$ cat src/rtl/iq_cic_decim.sv
// iq_cic_decim: dual-channel (I/Q) third-order CIC decimator.
// Per-channel datapath lives in cic_lane; the top owns the shared control
// (sample counter, ratio/shift latch, dump pipeline strobes).
// Optional build macro CIC_SAT_FLAG_EN adds sticky per-channel saturation
// flags on port o_sat (bit0 = I, bit1 = Q).

module cic_lane #(
    parameter int IW = 32,
    parameter int OW = 16,
    parameter int AW = 56
) (
    input  logic          clk_i,
    input  logic          reset_i,
    input  logic          ce_i,
    input  logic          snap_en_i,
    input  logic          comb_en_i,
    input  logic          out_en_i,
    input  logic [5:0]    shift_i,
    input  logic [IW-1:0] x_i,
`ifdef CIC_SAT_FLAG_EN
    output logic          sat_hit_o,
`endif
    output logic [OW-1:0] y_o
);
    localparam logic        [AW:0] ONE  = {{AW{1'b0}}, 1'b1};
    localparam logic signed [AW:0] SMAX = (ONE << (OW - 1)) - ONE;
    localparam logic signed [AW:0] SMIN = ~SMAX;

    logic signed [AW-1:0] i1_q, i2_q, i3_q;
    logic signed [AW-1:0] s_q, s_dq, c1_dq, c2_dq, c3_q;
    logic signed [AW-1:0] c1, c2, c3;
    logic signed [AW-1:0] x_ext;
    logic signed [AW:0]   rnd_w, sum_w, shr_w;
    logic                 sat_hi, sat_lo;
    logic [OW-1:0]        y_d, y_q;

    assign x_ext = {{(AW-IW){x_i[IW-1]}}, x_i};

    // Integrators: wrap-around accumulation, advancing only on input strobes
    always_ff @(posedge clk_i) begin
        if (reset_i) begin
            i1_q <= '0;
            i2_q <= '0;
            i3_q <= '0;
        end else if (ce_i) begin
            i1_q <= i1_q + x_ext;
            i2_q <= i2_q + i1_q;
            i3_q <= i3_q + i2_q;
        end
    end

    // Snapshot of the last integrator one cycle after the window closes
    always_ff @(posedge clk_i) begin
        if (reset_i)
            s_q <= '0;
        else if (snap_en_i)
            s_q <= i3_q;
    end

    // Comb differences are chained within one cycle; delays move only on dumps
    assign c1 = s_q - s_dq;
    assign c2 = c1 - c1_dq;
    assign c3 = c2 - c2_dq;

    // Comb delay line and comb result register
    always_ff @(posedge clk_i) begin
        if (reset_i) begin
            s_dq  <= '0;
            c1_dq <= '0;
            c2_dq <= '0;
            c3_q  <= '0;
        end else if (comb_en_i) begin
            s_dq  <= s_q;
            c1_dq <= c1;
            c2_dq <= c2;
            c3_q  <= c3;
        end
    end

    // Round half up, arithmetic shift, then clamp to the output range.
    // One extra bit keeps the rounding add from overflowing.
    always_comb begin
        rnd_w = '0;
        sum_w = '0;
        if (int'(shift_i) >= AW) begin
            shr_w = {(AW+1){c3_q[AW-1]}};
        end else begin
            rnd_w = (shift_i == 6'd0) ? '0 : (ONE << (shift_i - 6'd1));
            sum_w = {c3_q[AW-1], c3_q} + rnd_w;
            shr_w = sum_w >>> shift_i;
        end
        sat_hi = (shr_w > SMAX);
        sat_lo = (shr_w < SMIN);
        if (sat_hi)
            y_d = SMAX[OW-1:0];
        else if (sat_lo)
            y_d = SMIN[OW-1:0];
        else
            y_d = shr_w[OW-1:0];
    end

    // Output register holds between strobes
    always_ff @(posedge clk_i) begin
        if (reset_i)
            y_q <= '0;
        else if (out_en_i)
            y_q <= y_d;
    end

    assign y_o = y_q;
`ifdef CIC_SAT_FLAG_EN
    assign sat_hit_o = sat_hi | sat_lo;
`endif
endmodule

module iq_cic_decim #(
    parameter int IW = 32,
    parameter int OW = 16,
    parameter int RW = 8
) (
    input  logic                 i_clk,
    input  logic                 i_reset,
    input  logic                 i_ce,
    input  logic signed [IW-1:0] i_signal_i,
    input  logic signed [IW-1:0] i_signal_q,
    input  logic [RW-1:0]        i_decim,
    input  logic [5:0]           i_shift,
    output logic signed [OW-1:0] o_signal_i,
    output logic signed [OW-1:0] o_signal_q,
`ifdef CIC_SAT_FLAG_EN
    output logic [1:0]           o_sat,
`endif
    output logic                 o_valid
);
    localparam int AW        = IW + 3 * RW;
    localparam int NUM_LANES = 2;
    localparam int STAGES    = 4;

    logic [RW-1:0]  cnt_q, cnt_d, r_decim_q;
    logic [5:0]     r_shift_q;
    logic           dump_w;
    logic [STAGES:1]      vld_pipe_q;
    logic [STAGES-1:1][5:0] sh_pipe_q;

    logic [NUM_LANES-1:0][IW-1:0] x_lanes;
    logic [NUM_LANES-1:0][OW-1:0] y_lanes;

    assign dump_w = i_ce && (cnt_q == r_decim_q);
    assign cnt_d  = dump_w ? '0 : cnt_q + 1'b1;

    // Sample counter; ratio and shift reload only at window boundaries
    always_ff @(posedge i_clk) begin
        if (i_reset) begin
            cnt_q     <= '0;
            r_decim_q <= i_decim;
            r_shift_q <= i_shift;
        end else if (i_ce) begin
            cnt_q <= cnt_d;
            if (dump_w) begin
                r_decim_q <= i_decim;
                r_shift_q <= i_shift;
            end
        end
    end

    // Dump strobe pipeline: snapshot, comb, scale, valid.
    // The window's own shift travels with its strobe.
    always_ff @(posedge i_clk) begin
        if (i_reset) begin
            vld_pipe_q <= '0;
            sh_pipe_q  <= '0;
        end else begin
            vld_pipe_q <= {vld_pipe_q[STAGES-1:1], dump_w};
            sh_pipe_q  <= {sh_pipe_q[STAGES-2:1], r_shift_q};
        end
    end

    assign x_lanes[0] = i_signal_i;
    assign x_lanes[1] = i_signal_q;

`ifdef CIC_SAT_FLAG_EN
    logic [NUM_LANES-1:0] sat_hit;
    logic [1:0]           sat_q;

    // Sticky clamp flags, sampled alongside the output register load
    always_ff @(posedge i_clk) begin
        if (i_reset)
            sat_q <= '0;
        else if (vld_pipe_q[3])
            sat_q <= sat_q | sat_hit;
    end

    assign o_sat = sat_q;
`endif

    for (genvar g = 0; g < NUM_LANES; g++) begin : g_lane
        cic_lane #(.IW(IW), .OW(OW), .AW(AW)) u_lane (
            .clk_i     (i_clk),
            .reset_i   (i_reset),
            .ce_i      (i_ce),
            .snap_en_i (vld_pipe_q[1]),
            .comb_en_i (vld_pipe_q[2]),
            .out_en_i  (vld_pipe_q[3]),
            .shift_i   (sh_pipe_q[3]),
            .x_i       (x_lanes[g]),
`ifdef CIC_SAT_FLAG_EN
            .sat_hit_o (sat_hit[g]),
`endif
            .y_o       (y_lanes[g])
        );
    end

    assign o_signal_i = y_lanes[0];
    assign o_signal_q = y_lanes[1];
    assign o_valid    = vld_pipe_q[STAGES];
endmodule

$ cat config.mk
export PLATFORM = sky130hd
export DESIGN_NAME = iq_cic_decim
export DESIGN_NICKNAME = d
export VERILOG_FILES = /design/src/rtl/iq_cic_decim.sv
export SDC_FILE = /design/constraint.sdc
export NUM_CORES = 2
export LEC_CHECK = 0
export CAP_MARGIN = 40
export CELL_PAD_IN_SITES_DETAIL_PLACEMENT = 1
export CELL_PAD_IN_SITES_GLOBAL_PLACEMENT = 2
export CORE_MARGIN = 2
export CORE_UTILIZATION = 39
export DETAILED_ROUTE_END_ITERATION = 7
export GPL_ROUTABILITY_DRIVEN = 1
export PLACE_DENSITY_LB_ADDON = 0.1
export SLEW_MARGIN = 40
export SYNTH_ARGS = -nofsm -noshare
export SYNTH_HDL_FRONTEND = slang
export SYNTH_HIERARCHICAL = 1
export SYNTH_SLANG_ARGS = --single-unit
export TNS_END_PERCENT = 10
$ cat constraint.sdc
create_clock -name i_clk -period 9 [get_ports i_clk]
set_input_delay 2.7 -clock i_clk [delete_from_list [all_inputs] [get_ports i_clk]]
set_output_delay 2.7 -clock i_clk [all_outputs]
set_load 0.02 [all_outputs]
==> metrics.cfg <==
[cts]
cts.sinks = 972
h-tree-depth = 3
clock-root-buffer = clkbuf_16
clockBufferDepth = 3
clk_pin_slew_ns = 0.07
numCtsBuffers = 120
cts_tree = yes
ctsHoldBuffers = 0
insertion_delay_ns = 0.81

[synthesis]
synthesis.nets = 11883
synth_top_family_by_area = compound AO/OA/AOI/OAI gates
yosys_register_bits = 972
synthArstFlopShare = 0
seq_area_frac_synth = 0.2278
yosys_warnings = 6
synth_edf_count = 14
syn_area_sq_um = 86030
synth_cell_types = 125
synth_top_area_share = 0.2229
synthSimpleGateAreaFrac = 0.1903
synthXorXnorAreaFrac = 0.06761
yosysTopAreaCell = dfxtp_1
synth-adder-area-share = 0.1157
synth.area.top_cells = dfxtp_1 22%, ha_1 11%, mux2i_1 10%
syn_avg_cell_area_sq_um = 7.810
synthMuxAreaShare = 0.1161
synth_ff_type = dfxtp_1
synth_compound_area_frac = 0.2349
synthCells = 11015

[layout]
fillers = 26506
drive_above_1_share = 0.07566
final_cell_mix = 1,602 x nor2_1, 950 x dfxtp_1, 893 x a21oi_1
area_growth_pct = 11.92
layout_commonest_cell = nor2_1
layout.nets = 11957
final_cells = 14068
utilization = 0.4386

[route]
routed_wl_um = 294100
wl_per_cell_um = 20.91
drt_pass1_iterations = 7
top_layer = met4
antenna_left = 0
m1WireLength_um = 146300
wl_met3_um = 8564
vias = 80718
met2WireLength_um = 130000
drc_errors = 0
drt-initial-drc-count = 4360
vias_per_cell = 5.738

[floorplanning]
die_x_um = 473.7
fp.coreArea_sq_um = 219500
boundaryPins = 114
dieArea_sq_um = 224400
placementRows = 172
fp.dieH_um = 473.7
initial_utilization = 0.3919

[outcome]
run_status = finished, final reports clean

[global_route]
grt_first_pass_wirelength_um = 468200
grt_pass1_vias = 81696
antenna_found_initial = 2
grt-ovfl-total = 0
grt_max_degree = 197
track_usage = 0.2551

[worst_hold_path]
min_path_cells = 1
min-delay-start = sh_pipe_q[1]$_SDFF_PP0_
min_to = sh_pipe_q[7]$_SDFF_PP0_
hold_class = reg -> reg

[critical_path]
rrSetupSlack_ns = 0.45
slowest_stage = fa_1
crit_fanout = 4
arrival_ns = 9.22
rr_worst_depth = 44
end_kind = flop
required_ns = 9.67
cp_slowest_stage_delay_ns = 0.40
start_kind = flop
timing.rr.start = g_lane[1].u_lane/s_q[0]$_SDFFE_PP0P_
r2r-end = g_lane[1].u_lane/c3_q[55]$_SDFFE_PP0P_
path_class = reg -> reg
timing.critical_path.mode_cell = a21o_1

[sta]
worst_slew_pin_slew_ns = 0.8819
fin_crit_ns = 8.550
hold_viol_final = 0
slew_headroom = 0.4099
post-route-period-util = 0.9500
totalNegativeSetupSlack_ns = 0
max_freq_mhz = 117.0
timing.hold.ws_ns = 0.4361
setup_viol = 0
slew_violations = 0
rsz0062_at_grt = yes
clock_skew_ns = 0.06689

[pwr]
p_per_area_nw_per_um2 = 148.5
power_leakage_nw = 40.71
ir_drop_uv = 165.4

[place]
placed_cells = 13821
gp_congestion = 0.9164
hpwlAfterDp_um = 228900
port_buffers = 113

[flow_run]
cap_violations = 0

==> sequential cells by signal (all words and copies together) (netlist names) <==
signal and flops:
r_shift_q 6, cnt_q 8, g_lane.u_lane/s_dq 112, g_lane.u_lane/s_q 112
g_lane.u_lane/c3_q 112, sh_pipe_q 18, vld_pipe_q 4, r_decim_q 8
g_lane.u_lane/c2_dq 112, g_lane.u_lane/i2_q 112, g_lane.u_lane/i3_q 112, g_lane.u_lane/c1_dq 112
g_lane.u_lane/y_o 32, g_lane.u_lane/i1_q 112
==> what timing repair did <==
action	in CTS	in global routing
gates cloned	0	0
pin swaps	2	25
setup endpoints to repair	9	19
resized for setup	11	51
buffers inserted	1	13
==> stage by stage <==
stage | cell area, sq um | setup WS, ns | power, mW
after global placement | 91270 | -0.1614 | 8.685
after CTS | 95900 | 0.0001643 | 14.42
after detailed placement | 91300 | -0.4917 | 8.805
final | 96290 | 0.4502 | 14.30
after floorplan | 86030 | 0.6959 | 7.736
after global routing | 96280 | -0.04166 | 15.14
==> worst max-delay path, delay by kind of cell, from the launching register on <==
family | cells | cell delay [ns]
XOR/XNOR | 2 | 0.33
multiplexers | 1 | 0.14
flip-flops | 1 | 0.32
adder cells (fa/ha/maj) | 4 | 1.22
buffers and inverters | 3 | 0.30
AO/OA/AOI/OAI | 25 | 4.70
AND/OR/NAND/NOR | 9 | 1.41
==> synthesized netlist by cell type, drive strengths merged (27+ instances only) <==
cell type,number
a21oi,912
o21a,143
o311ai,29
o211ai,90
a2111oi,27
o221ai,40
a21boi,35
nand2,611
nand4,116
clkbuf,350
nand3,233
mux2i,862
o31ai,69
o21ai,479
or2,50
a211o,39
xnor2,482
nor3,269
a311oi,28
inv,569
o21bai,119
ha,773
mux2,51
a31oi,77
dfxtp,958
and2,74
o22ai,40
and3,90
nor2,1604
nand2b,143
or3,97
xor2,177
a21o,396
buf,139
a221oi,30
a211oi,183
nor2b,137
mux4,35
==> kinds of logic after synthesis <==
| group | Yosys count |
|---|---|
| and+or+nand+nor | 3560 |
| AOI/OAI and AO/OA | 3025 |
| buffers and inverters | 1063 |
| DFF | 972 |
| muxes | 948 |
| adders and majority gates | 787 |
| xor gates and xnor gates | 660 |
==> report_power, final <==
part | leakage, nW | internal (mW) | switching [mW]
Sequential | 7.90 | 4.52 | 0.274
Combinational | 30.6 | 1.79 | 2.21
Clock | 2.16 | 3.35 | 2.16
Total | 40.7 | 9.66 | 4.64
==> per-layer routing <==
metal / global-route usage / vias up
met5: 0 / -
met4: 0.07968 / 0
met3: 0.02311 / 442
met2: 0.4110 / 1163
met1: 0.3577 / 39114
li1: - / 39999
==> final cells by class <==
type	instances	area, sq um	area share
Tap cell	2871	3592	0.03731
Inverter	574	2156	0.02239
Antenna cell	2	5.005	0.00005198
Timing Repair Buffer	441	3757	0.03902
Clock buffer	156	3359	0.03489
Multi-Input combinational cell	8980	62610	0.6502
Clock inverter	72	1184	0.01229
Sequential cell	972	19630	0.2039
==> how the worst max path moves through the flow <==
stage | from | endpoint | slack, ns | depth (start not counted)
floorplan | g_lane[0].u_lane/s_q[0]$_SDFFE_PP0P_ | g_lane[0].u_lane/c3_q[55]$_SDFFE_PP0P_ | 0.70 | 44
global placement | g_lane[1].u_lane/s_q[0]$_SDFFE_PP0P_ | g_lane[1].u_lane/c3_q[55]$_SDFFE_PP0P_ | -0.16 | 44
detailed placement | g_lane[1].u_lane/s_q[0]$_SDFFE_PP0P_ | g_lane[1].u_lane/c3_q[55]$_SDFFE_PP0P_ | -0.49 | 44
CTS | g_lane[1].u_lane/s_q[0]$_SDFFE_PP0P_ | g_lane[1].u_lane/c3_q[55]$_SDFFE_PP0P_ | 0.0002 | 44
global route | g_lane[1].u_lane/s_q[0]$_SDFFE_PP0P_ | g_lane[1].u_lane/c3_q[55]$_SDFFE_PP0P_ | -0.04 | 44
finish | g_lane[1].u_lane/s_q[0]$_SDFFE_PP0P_ | g_lane[1].u_lane/c3_q[55]$_SDFFE_PP0P_ | 0.45 | 44
Power figures use the tool's default switching activity.
